$ cat src/rtl/alu_cmd_issue_if.sv
// Command/issue bus of the ALU issue stage: upstream command handshake and
// the registered command presented to the decoder/execution units.
interface alu_cmd_issue_if #(parameter int WIDTH = 16);
  logic             CMD_Valid;
  logic             CMD_Ready;
  logic [1:0]       CMD_FUN;
  logic [1:0]       CMD_SEL;
  logic [WIDTH-1:0] CMD_A;
  logic [WIDTH-1:0] CMD_B;
  logic             ALU_Stall;
  logic             ALU_Valid;
  logic [1:0]       ALU_FUN;
  logic [1:0]       ALU_SEL;
  logic [WIDTH-1:0] ALU_A;
  logic [WIDTH-1:0] ALU_B;

  modport slave (
    input  CMD_Valid, CMD_FUN, CMD_SEL, CMD_A, CMD_B, ALU_Stall,
    output CMD_Ready, ALU_Valid, ALU_FUN, ALU_SEL, ALU_A, ALU_B
  );

  modport master (
    output CMD_Valid, CMD_FUN, CMD_SEL, CMD_A, CMD_B, ALU_Stall,
    input  CMD_Ready, ALU_Valid, ALU_FUN, ALU_SEL, ALU_A, ALU_B
  );
endinterface

$ cat src/rtl/alu_cmd_issue.sv
// ALU issue stage: command FIFO feeding a registered output stage with stall.
// Optional saturating issued-command counter enabled by `define ISSUE_COUNT_EN.
module alu_cmd_issue #(
  parameter int WIDTH = 16,
  parameter int DEPTH = 4
) (
  input  logic            CLK,
  input  logic            RST,
  input  logic            FLUSH,
  alu_cmd_issue_if.slave  bus,
  output logic [15:0]     Issue_Cnt
);
  localparam int AW = $clog2(DEPTH);

  typedef struct packed {
    logic [1:0]       fun;
    logic [1:0]       sel;
    logic [WIDTH-1:0] a;
    logic [WIDTH-1:0] b;
  } cmd_t;

  typedef enum logic [1:0] {S_IDLE, S_ISSUE, S_STALL} state_t;

  cmd_t          r_mem [DEPTH];
  logic [AW:0]   r_wr_ptr, r_rd_ptr;
  cmd_t          r_out;
  state_t        r_state, w_next;
  logic          w_full, w_empty, w_push, w_pop, w_consume;

  // Extra wrap bit distinguishes full from empty when low bits match.
  assign w_full  = (r_wr_ptr[AW] != r_rd_ptr[AW]) &&
                   (r_wr_ptr[AW-1:0] == r_rd_ptr[AW-1:0]);
  assign w_empty = (r_wr_ptr == r_rd_ptr);
  assign w_push  = bus.CMD_Valid && !w_full && !FLUSH;

  always_comb begin
    w_next    = r_state;
    w_consume = 1'b0;
    w_pop     = 1'b0;
    if (FLUSH) begin
      w_next = S_IDLE;
    end else begin
      case (r_state)
        S_IDLE: begin
          if (!w_empty) begin
            w_pop  = 1'b1;
            w_next = S_ISSUE;
          end
        end
        S_ISSUE, S_STALL: begin
          if (bus.ALU_Stall) begin
            w_next = S_STALL;
          end else begin
            w_consume = 1'b1;
            w_pop     = !w_empty;
            w_next    = w_empty ? S_IDLE : S_ISSUE;
          end
        end
        default: w_next = S_IDLE;
      endcase
    end
  end

  always_ff @(posedge CLK or negedge RST) begin
    if (!RST) begin
      r_state  <= S_IDLE;
      r_wr_ptr <= '0;
      r_rd_ptr <= '0;
      r_out    <= '0;
    end else begin
      r_state <= w_next;
      if (FLUSH) begin
        r_wr_ptr <= '0;
        r_rd_ptr <= '0;
      end else begin
        if (w_push) r_wr_ptr <= r_wr_ptr + (AW+1)'(1);
        if (w_pop) begin
          r_rd_ptr <= r_rd_ptr + (AW+1)'(1);
          r_out    <= r_mem[r_rd_ptr[AW-1:0]];
        end
      end
    end
  end

  // Storage needs no reset: an entry is only read after it has been written.
  always_ff @(posedge CLK) begin
    if (w_push) r_mem[r_wr_ptr[AW-1:0]] <= '{fun: bus.CMD_FUN, sel: bus.CMD_SEL,
                                             a: bus.CMD_A, b: bus.CMD_B};
  end

  assign bus.CMD_Ready = !w_full;
  assign bus.ALU_Valid = (r_state != S_IDLE);
  assign bus.ALU_FUN   = r_out.fun;
  assign bus.ALU_SEL   = r_out.sel;
  assign bus.ALU_A     = r_out.a;
  assign bus.ALU_B     = r_out.b;

`ifdef ISSUE_COUNT_EN
  logic [15:0] r_cnt;
  always_ff @(posedge CLK or negedge RST) begin
    if (!RST)                             r_cnt <= '0;
    else if (w_consume && r_cnt != 16'hFFFF) r_cnt <= r_cnt + 16'd1;
  end
  assign Issue_Cnt = r_cnt;
`else
  assign Issue_Cnt = 16'd0;
`endif
endmodule

$ cat src/flat_wrapper.sv
// flat-port wrapper written by rule: the top's interface ports become plain ports
module alu_cmd_issue_flat 
#(
  parameter int WIDTH = 16,
  parameter int DEPTH = 4
)
  (CLK, RST, FLUSH, Issue_Cnt, bus_CMD_Valid, bus_CMD_FUN, bus_CMD_SEL, bus_CMD_A, bus_CMD_B, bus_ALU_Stall, bus_CMD_Ready, bus_ALU_Valid, bus_ALU_FUN, bus_ALU_SEL, bus_ALU_A, bus_ALU_B);
  alu_cmd_issue_if #(.WIDTH(WIDTH)) bus_i ();
  input  logic CLK;
  input  logic RST;
  input  logic FLUSH;
  output logic [15:0] Issue_Cnt;
  input wire logic [$bits(bus_i.CMD_Valid)-1:0] bus_CMD_Valid;
  input wire logic [$bits(bus_i.CMD_FUN)-1:0] bus_CMD_FUN;
  input wire logic [$bits(bus_i.CMD_SEL)-1:0] bus_CMD_SEL;
  input wire logic [$bits(bus_i.CMD_A)-1:0] bus_CMD_A;
  input wire logic [$bits(bus_i.CMD_B)-1:0] bus_CMD_B;
  input wire logic [$bits(bus_i.ALU_Stall)-1:0] bus_ALU_Stall;
  output wire logic [$bits(bus_i.CMD_Ready)-1:0] bus_CMD_Ready;
  output wire logic [$bits(bus_i.ALU_Valid)-1:0] bus_ALU_Valid;
  output wire logic [$bits(bus_i.ALU_FUN)-1:0] bus_ALU_FUN;
  output wire logic [$bits(bus_i.ALU_SEL)-1:0] bus_ALU_SEL;
  output wire logic [$bits(bus_i.ALU_A)-1:0] bus_ALU_A;
  output wire logic [$bits(bus_i.ALU_B)-1:0] bus_ALU_B;
  assign bus_i.CMD_Valid = bus_CMD_Valid;
  assign bus_i.CMD_FUN = bus_CMD_FUN;
  assign bus_i.CMD_SEL = bus_CMD_SEL;
  assign bus_i.CMD_A = bus_CMD_A;
  assign bus_i.CMD_B = bus_CMD_B;
  assign bus_i.ALU_Stall = bus_ALU_Stall;
  assign bus_CMD_Ready = bus_i.CMD_Ready;
  assign bus_ALU_Valid = bus_i.ALU_Valid;
  assign bus_ALU_FUN = bus_i.ALU_FUN;
  assign bus_ALU_SEL = bus_i.ALU_SEL;
  assign bus_ALU_A = bus_i.ALU_A;
  assign bus_ALU_B = bus_i.ALU_B;
  alu_cmd_issue #(.WIDTH(WIDTH), .DEPTH(DEPTH)) u_core (.CLK(CLK), .RST(RST), .FLUSH(FLUSH), .bus(bus_i), .Issue_Cnt(Issue_Cnt));
endmodule
$ cat config.mk
export PLATFORM = sky130hd
export DESIGN_NAME = alu_cmd_issue_flat
export DESIGN_NICKNAME = d
export VERILOG_FILES = /design/src/rtl/alu_cmd_issue_if.sv /design/src/rtl/alu_cmd_issue.sv /design/src/flat_wrapper.sv
export SDC_FILE = /design/constraint.sdc
export NUM_CORES = 1
export LEC_CHECK = 0
export CAP_MARGIN = 20
export CORE_MARGIN = 4
export CORE_UTILIZATION = 25
export DETAILED_ROUTE_END_ITERATION = 16
export GPL_ROUTABILITY_DRIVEN = 0
export GPL_TIMING_DRIVEN = 0
export HOLD_SLACK_MARGIN = 0.1
export SYNTH_ARGS = -nofsm -noshare
export SYNTH_HDL_FRONTEND = slang
export SYNTH_SLANG_ARGS = --single-unit
export TNS_END_PERCENT = 20
$ cat constraint.sdc
create_clock -name CLK -period 2.3 [get_ports CLK]
set_clock_uncertainty 0.05 [all_clocks]
set_input_delay 0.575 -clock CLK [delete_from_list [all_inputs] [get_ports CLK]]
set_output_delay 0.575 -clock CLK [all_outputs]
set_load 0.1 [all_outputs]
==> results.txt, run 1 <==
The flow ran to the end, but the final reports show violations. The checks that failed: setup timing. Setup slack after layout: -0.0478 ns. The worst setup path is launched from a flop. STA classifies the critical path endpoint as a primary output. Across the run, the number of max-cap violations was 0.

The tree built by TritonCTS fans out to 188 sinks. The H-tree generated during clock tree synthesis spans 4 levels. The clock period minus final worst setup slack works out to 2.35 ns. Setup repair after global routing could not meet its margin everywhere.

The signed area change from the synthesized netlist to the final layout is 27.8%. The cell area that synthesis handed to floorplanning was 7210 sq um. The critical path's largest stage delay is 0.47 ns. In the finished design, the share of the clock period the worst path needs comes to 102%.

Of all cell types, the one taking the most synthesized area is sky130_fd_sc_hd__edfxtp_1. On the critical path the largest part of the delay comes from flip-flops. The core area was 28100 sq um.

The full die area was 31600 sq um; the total power density per cell area was 1340 nW/um^2. For the data required time at the worst endpoint, the log shows 1.67 ns. Terminus of the critical flop-to-flop path: u_core.r_mem[2][1].

TritonCTS built the clock tree. The run gives 75.3% as the fraction of the yosys area taken by sequential cells. The number of antenna violations at the first check in global routing came out at 0. Along the worst path, the maximum fanout reaches 4. The antenna diode count came out at 0.

In the routed design, unresolved DRC markers number 0. The tightest min-delay check is of the input pin to async pin type. The average wire per cell in the routed design was 17.2 um.

Based on the critical path, the design can be clocked at up to 426 MHz. The tools report the master cell of the clock root buffer as sky130_fd_sc_hd__clkbuf_16. After synthesis, the netlist uses 29 different library cells. For this run, the total global-route usage over all layers was measured as 9.57%. Cell at the slowest stage of the critical path: sky130_fd_sc_hd__dfrtp_1. The remaining antenna violation count was 0; the measured slew at the worst slew-check pin was 0.969 ns. The initial detailed-routing violation count is 135. The critical path buffer and inverter count is 1, and the total leakage power is 3.23 nW. The first detailed-routing pass took 4 iterations. For this configuration, the core starts out at a cell density of 25.7%.

The fill cell instance count of the final layout was 2766; the height of the die was 178 um. The final layout contains 506 nets. Walking the worst path, the cells encountered are xor2_2 > or3_4 > buf_4. For the final routed database, the setup TNS stands at -0.0478 ns. The number of global-route vias before repair was 3743; the proportion of netlist area held by the largest area contributor was 60.0%. Counting flops and latches in the post-synthesis netlist gives 188.

Buffers placed on the I/O ports in this run total 77. By area the synthesized netlist is led by sky130_fd_sc_hd__edfxtp_1 (60%), sky130_fd_sc_hd__dfrtp_1 (15%), sky130_fd_sc_hd__mux4_2 (11%), sky130_fd_sc_hd__mux2_2 (5.6%), sky130_fd_sc_hd__buf_4 (2.1%). The remaining max-slew budget at the tightest pin was 35.7%; the total CTS buffers was 17.

The critical path is of the flop to primary output type. The detailed placement HPWL is 8.95 mm, and the maximum vdd drop is 0.739 mV. The first global-routing pass estimated 22.4 mm of wire.

The floorplan has 61 rows. Using the TritonRoute via totals, the vias-per-cell ratio works out to 4.04. The tools report the insertion delay to the later sink of the worst-skew pair as 0.42 ns. From left edge to right edge, the die measures 178 um. For the maximum clock path buffer count, the log shows 2. The worst-case register-to-register setup slack was 0.11 ns; the count of mapped cells out of synthesis was 339. In this run the count of I/O pins placed on the die edge is 95.

The clock transition at the registers of the reported paths was 0.07 ns. The startpoint of the most critical register-to-register path was u_core.r_rd_ptr[0]. For this run the aggregate overflow at the end of global routing stands at 0.

The tools report the worst slack after detailed placement as -0.566 ns. The final number of setup-violating endpoints is 1. Averaged over all synthesized cells, the footprint is 21.3 sq um. During synthesis, Yosys emitted a total of 0 warnings. The maximum number of pins on one net before global-route repair came out at 37. Final core area utilization: 32.8%.

The total vias in the final route was 3427; the max-slew violation count was 0. The logs give 12.4 mW for the total chip power and 14.6 mm for the aggregate routed wire length. The share of post-route cells with drive strength above 1 is 34.8%. Critical path arrival: 1.72 ns. The final hold violation count was 0. Measured in cells, the most critical reg-to-reg path has a length of 4. In this run, post-CTS hold repair placed 0 buffers.
-- worst max-delay path by stage --
stage	end	depth (start not counted)	start	slack, ns
finish	bus_CMD_Ready	3	u_core.r_rd_ptr[0]	-0.05
global route	bus_CMD_Ready	3	u_core.r_rd_ptr[0]	-0.12
CTS	u_core.r_mem[3][17]	4	u_core.r_rd_ptr[0]	-0.31
detailed placement	u_core.bus.ALU_B[10]	6	bus_ALU_Stall	-0.57
global placement	u_core.bus.ALU_A[8]	1	RST	-1.11
floorplan	u_core.r_mem[0][0]	4	u_core.r_rd_ptr[0]	0.05
-- cell families (layout without fill, tap and decap cells) --
family / count (synthesis) / in the layout / share of synthesized area, %
xor gates and xnor gates: 5 / 5 / 0.608
and+or+nand+nor: 20 / 20 / 1.81
adders and majority gates: 7 / 7 / 1.22
muxes: 76 / 76 / 17.5
DFF: 188 / 188 / 75.3
other: 1 / 16 / 0.0520
buffers and inverters: 36 / 153 / 2.92
AOI/OAI and AO/OA: 6 / 6 / 0.643
-- registers in the layout, summed over array words and instances, names as in the netlist --
signal / cells
u_core.r_mem: 144
u_core.bus.ALU_A: 16
u_core.bus.ALU_B: 16
u_core.r_rd_ptr: 3
u_core.r_wr_ptr: 3
u_core.bus.ALU_FUN: 2
u_core.bus.ALU_SEL: 2
u_core.r_state: 2
-- metal layers --
metal / vias up / GRT usage (%) / part of all wire [%]
met4: 0 / 2.80 / 1.1
met1: 1786 / 12.1 / 45
li1: 1547 / - / -
met3: 12 / 2.96 / 4.9
met5: - / 0 / 0
met2: 82 / 15.9 / 49
-- metrics by stage --
step | cell area [sq um] | hold WS (ns) | instances
detailed placement | 8530 | 0.434 | 810
finish | 9210 | 0.125 | 849
CTS | 9130 | 0.130 | 845
global route | 9210 | 0.159 | 849
global placement | 8520 | 0.430 | 809
floorplan | 7270 | 0.229 | 354
-- cells in the mapped netlist --
library cell and count:
sky130_fd_sc_hd__and3_1 1, sky130_fd_sc_hd__buf_1 2, sky130_fd_sc_hd__o311ai_0 1, sky130_fd_sc_hd__nor3b_2 1, sky130_fd_sc_hd__mux2_2 36, sky130_fd_sc_hd__nand2_1 2, sky130_fd_sc_hd__buf_4 20, sky130_fd_sc_hd__o31ai_1 1
sky130_fd_sc_hd__ha_1 7, sky130_fd_sc_hd__nor4_4 1, sky130_fd_sc_hd__or3_1 1, sky130_fd_sc_hd__a41o_1 2, sky130_fd_sc_hd__mux4_2 36, sky130_fd_sc_hd__nand4_1 1, sky130_fd_sc_hd__inv_1 8, sky130_fd_sc_hd__nor3_1 1
sky130_fd_sc_hd__edfxtp_1 144, sky130_fd_sc_hd__dfrtp_1 44, sky130_fd_sc_hd__xnor2_1 2, sky130_fd_sc_hd__mux2i_1 2, sky130_fd_sc_hd__mux2_1 2, sky130_fd_sc_hd__clkbuf_1 6, sky130_fd_sc_hd__conb_1 1, sky130_fd_sc_hd__nor4b_1 1
sky130_fd_sc_hd__xor2_1 3, sky130_fd_sc_hd__a21oi_1 2, sky130_fd_sc_hd__and2_1 4, sky130_fd_sc_hd__nor2b_1 2, sky130_fd_sc_hd__nor2_1 5
-- what timing repair did --
item                                    CTS  global route
endpoints found under the setup margin  219           156
endpoints found under the hold margin     0             0
pin swaps                                 1             0
setup buffers                             3             0
resized for setup                        74            45
-- final cells by class --
type	instances	area, sq um	share of cell area [%]
clock inverters	15	181	1.97
well taps	378	473	5.14
flip-flops and latches	188	5430	58.9
multi-input cells	130	1660	18.1
inverters	8	30.0	0.326
repair buffers	85	817	8.87
clock buffers	17	425	4.62
plain buffers	28	193	2.09
-- cell usage in the layout (no fill, tap or decap), drive strengths merged, types with 3 or more instances in the layout --
cell type,count
ha,7
xor2,3
nor2,5
clkdlybuf4s50,38
inv,13
and2,4
clkbuf,38
clkinv,6
edfxtp,144
mux4,36
dlygate4sd2,3
mux2,38
clkdlybuf4s15,21
dfrtp,44
buf,30
conb,16
-- where the power goes --
| part | internal (mW) | switching (mW) |
|---|---|---|
| clock network | 1.64 | 1.36 |
| registers | 4.11 | 0.241 |
| logic | 1.40 | 3.61 |
Note: power is estimated with default switching activity, not from simulation.
==> inputs of run 2 (changes only) <==
--- a/config.mk
+++ b/config.mk
@@ -7,11 +7,12 @@
 export LEC_CHECK = 0
 export CAP_MARGIN = 20
 export CORE_MARGIN = 4
-export CORE_UTILIZATION = 25
+export CORE_UTILIZATION = 45
 export DETAILED_ROUTE_END_ITERATION = 16
 export GPL_ROUTABILITY_DRIVEN = 0
 export GPL_TIMING_DRIVEN = 0
 export HOLD_SLACK_MARGIN = 0.1
+export PLACE_DENSITY = 0.7
 export SYNTH_ARGS = -nofsm -noshare
 export SYNTH_HDL_FRONTEND = slang
 export SYNTH_SLANG_ARGS = --single-unit
==> results.txt, run 2 (synthesis gave the netlist of run 1 again) <==
The worst-case register-to-register setup slack is 0.13 ns (+0.02 ns). The tools report the TritonCTS sink count as 188 (unchanged). Measured slew at the worst slew-check pin: 0.969 ns (+0.000417 ns). For the core area, the log shows 15400 sq um (-45%). The logs give 0 (unchanged) for the total congestion overflow and 0 (-1) for the final number of setup-violating endpoints. The critical path's largest stage delay came out at 0.46 ns (about the same). TritonCTS built the clock tree. The number of antenna violations at the first check in global routing was 0 (unchanged).

The tools report the number of nets in the layout as 502 (-0.79%). The clock transition at the registers of the reported paths is 0.06 ns (about the same). The critical path is of the flop to primary output type. The critical path arrival came out at 1.65 ns (-0.07 ns). The setup slack after layout came out at 0.0239 ns (+0.0718 ns). The tools report the data required time at the worst endpoint as 1.67 ns (about the same). The number of placed I/O pins is 95 (unchanged), and the total leakage power is 3.21 nW (-0.82%). The remaining max-slew budget at the tightest pin is 35.6% (about the same), and the full die area is 18100 sq um (-43%). The net switching component of the power was 5.03 mW (-3.3%); the maximum vdd drop was 1.04 mV (+41%). The initial standard-cell utilization of the core was 46.7% (+21 points); the initial detailed-routing violation count was 181 (+34%). The fraction of met2 tracks used by global routing is 25.9% (+10 points), and the switching part of the total is 41.0% (-1.1 points). Cell-internal power: 7.25 mW (+1.2%).

The count of input and output buffers is 77 (unchanged), and the final hold violation count is 0 (unchanged). Height of the die: 135 um (-24%). In this run the most used layer during global routing was met2. The run gives 3706 (-0.99%) as the number of global-route vias before repair. The average wire per cell in the routed design works out to 19.2 um (+11%). The logs give 643 (-21%) for the instance count after placement with tap cells included and 13.0 mm (-11%) for the aggregate routed wire length.

The total power density per cell area is 1380 nW/um^2 (+2.5%). The run gives 0 (unchanged) as the remaining antenna violation count. The run finished with clean final reports.

The clock period minus final worst setup slack is 2.28 ns (-0.0718 ns). The tools report the combinational share of power as 40.1% (-0.4 points). The site row count was 45 (-26%). The signed area change from the synthesized netlist to the final layout is 23.9%, and the number of violations of the max-capacitance limit is 0 (unchanged). The tools report the area of all sequential standard cells as 5430 sq um (about the same). The maximum number of pins on one net before global-route repair is 37 (unchanged), and the average via count per standard cell is 5.03 (+25%). The final design area excluding fillers came out at 8920 sq um (-3.1%).

The total CTS buffers is 17 (unchanged). The fill cell instance count of the final layout was 1187 (-57%). The share of post-route cells with drive strength above 1 came out at 33.0% (-1.8 points). For the met1 layer usage reported by global route, the log shows 18.7% (+6.6 points).

The cell at the slowest stage of the critical path is sky130_fd_sc_hd__dfrtp_1. The tools report the number of standard cells in the final layout excluding fillers as 678 (-20%). For the achievable frequency, the log shows 439 MHz (+3.2%). STA classifies the critical path startpoint as a flop. Setup repair after global routing could not meet its margin everywhere. For the area occupied by multi-input gates, the log shows 1650 sq um (-0.90%). The tools report the total chip power as 12.3 mW (-0.68%). The first-pass GRT wire length was 20.4 mm (-9.1%). The final core area utilization is 57.9% (+25 points), and the total DRC errors in the routed layout is 0 (unchanged). The worst hold slack across all endpoints is 0.136 ns (+0.0109 ns), and the critical path buffer and inverter count is 1 (unchanged). Walking the worst path, the cells encountered are xor2_2 > or3_4 > buf_6. The antenna diode count was 0 (unchanged); the overall global routing resource usage was 15.2% (+5.6 points).

The terminus of the critical flop-to-flop path is u_core.bus.ALU_FUN[1]. The final clock period utilization by the worst path is 99.0% (-3.1 points). The overall die width was 135 um (-24%).

The number of detailed-route iterations in the first pass is 4 (unchanged). The min-delay analysis places its worst path in the category input pin to async pin. The instance area at placement was 8320 sq um (-2.4%); the maximum clock path buffer count was 2 (unchanged). Startpoint of the most critical register-to-register path: u_core.r_rd_ptr[0].

Master cell of the clock root buffer: sky130_fd_sc_hd__clkbuf_16. The tools report the detailed placement HPWL as 7.91 mm (-12%). The path depth of the worst reg2reg path works out to 4 (unchanged). The kind of cell adding the most delay to the critical path is flip-flops.

The total vias in the final route was 3413 (-0.41%). The summed negative setup slack over all endpoints is 0 ns (+0.0478 ns), and the global-route track usage on met3 is 4.17% (+1.2 points). Largest driver fanout on the critical path: 4 (unchanged). The logs give 35.5% (+0.3 points) for the register share of total power and 0 (unchanged) for the max-slew violation count. Share of power burned in the clock network: 24.4% (about the same).

Commonest non-fill, non-tap cell in the layout: sky130_fd_sc_hd__edfxtp_1. The logs give 0.42 ns (about the same) for the insertion delay to the later sink of the worst-skew pair and -0.426 ns (+0.141 ns) for the worst slack after detailed placement. For the depth of the CTS H-tree, the log shows 4 (unchanged).

The tools report the hold buffer count at cts as 0 (unchanged). In the layout the commonest cells are sky130_fd_sc_hd__edfxtp_1 (144), sky130_fd_sc_hd__dfrtp_1 (43), sky130_fd_sc_hd__clkdlybuf4s50_1 (38), sky130_fd_sc_hd__mux4_2 (36), sky130_fd_sc_hd__mux2_2 (36). The element type at the critical path end is a primary output.

The number of flip-flops in the largest register came out at 144 (unchanged).
-- run 2: cell types whose count changed in the layout (fill, tap and decap cells not counted), moves of 2 or more --
cell,before,now
sky130_fd_sc_hd__dlygate4sd2_1,3,14
sky130_fd_sc_hd__clkbuf_4,3,0
sky130_fd_sc_hd__clkdlybuf4s15_1,19,13
sky130_fd_sc_hd__buf_12,4,1
sky130_fd_sc_hd__clkbuf_2,16,12
sky130_fd_sc_hd__clkinvlp_4,2,5
sky130_fd_sc_hd__clkbuf_8,0,2
sky130_fd_sc_hd__buf_2,1,4
sky130_fd_sc_hd__inv_8,3,0
-- run 2: repair_timing --
action | CTS | global route
setup endpoints to repair | 211 | 90
gates resized for setup | 66 | 31
pin swaps | 1 | 0
buffers inserted | 3 | 0
-- run 2: power groups by stage --
stage,combinational (mW),sequential (mW),clock (mW)
final,4.92,4.37,3.00
after global routing,5.13,4.41,3.20
after CTS,5.00,4.37,3.06
after detailed placement,5.16,4.44,0
after global placement,5.09,4.42,0
after floorplan,1.61,6.75,0
-- run 2: worst max path at each step --
stage,startpoint,to,depth (start not counted)
floorplan,u_core.r_rd_ptr[0],u_core.r_mem[0][0],4
global placement,RST,u_core.bus.ALU_A[8],1
detailed placement,bus_ALU_Stall,u_core.bus.ALU_B[13],6
CTS,u_core.r_wr_ptr[1],bus_CMD_Ready,3
global route,u_core.r_wr_ptr[1],bus_CMD_Ready,3
finish,u_core.r_rd_ptr[0],bus_CMD_Ready,3
-- run 2: routing by layer --
layer / share of wire [%] / up-vias
met4: 1.2 / 0
met3: 5.0 / 13
met5: 0 / -
li1: - / 1541
met2: 51 / 97
met1: 43 / 1762
-- run 2: layout make-up --
cell class / instances / share of cell area, %
Sequential cell: 188 / 60.8
Clock inverter: 13 / 1.86
Tap cell: 211 / 2.96
Buffer: 28 / 2.10
Inverter: 8 / 0.336
Multi-Input combinational cell: 130 / 18.5
Timing Repair Buffer: 81 / 8.38
Clock buffer: 19 / 5.07
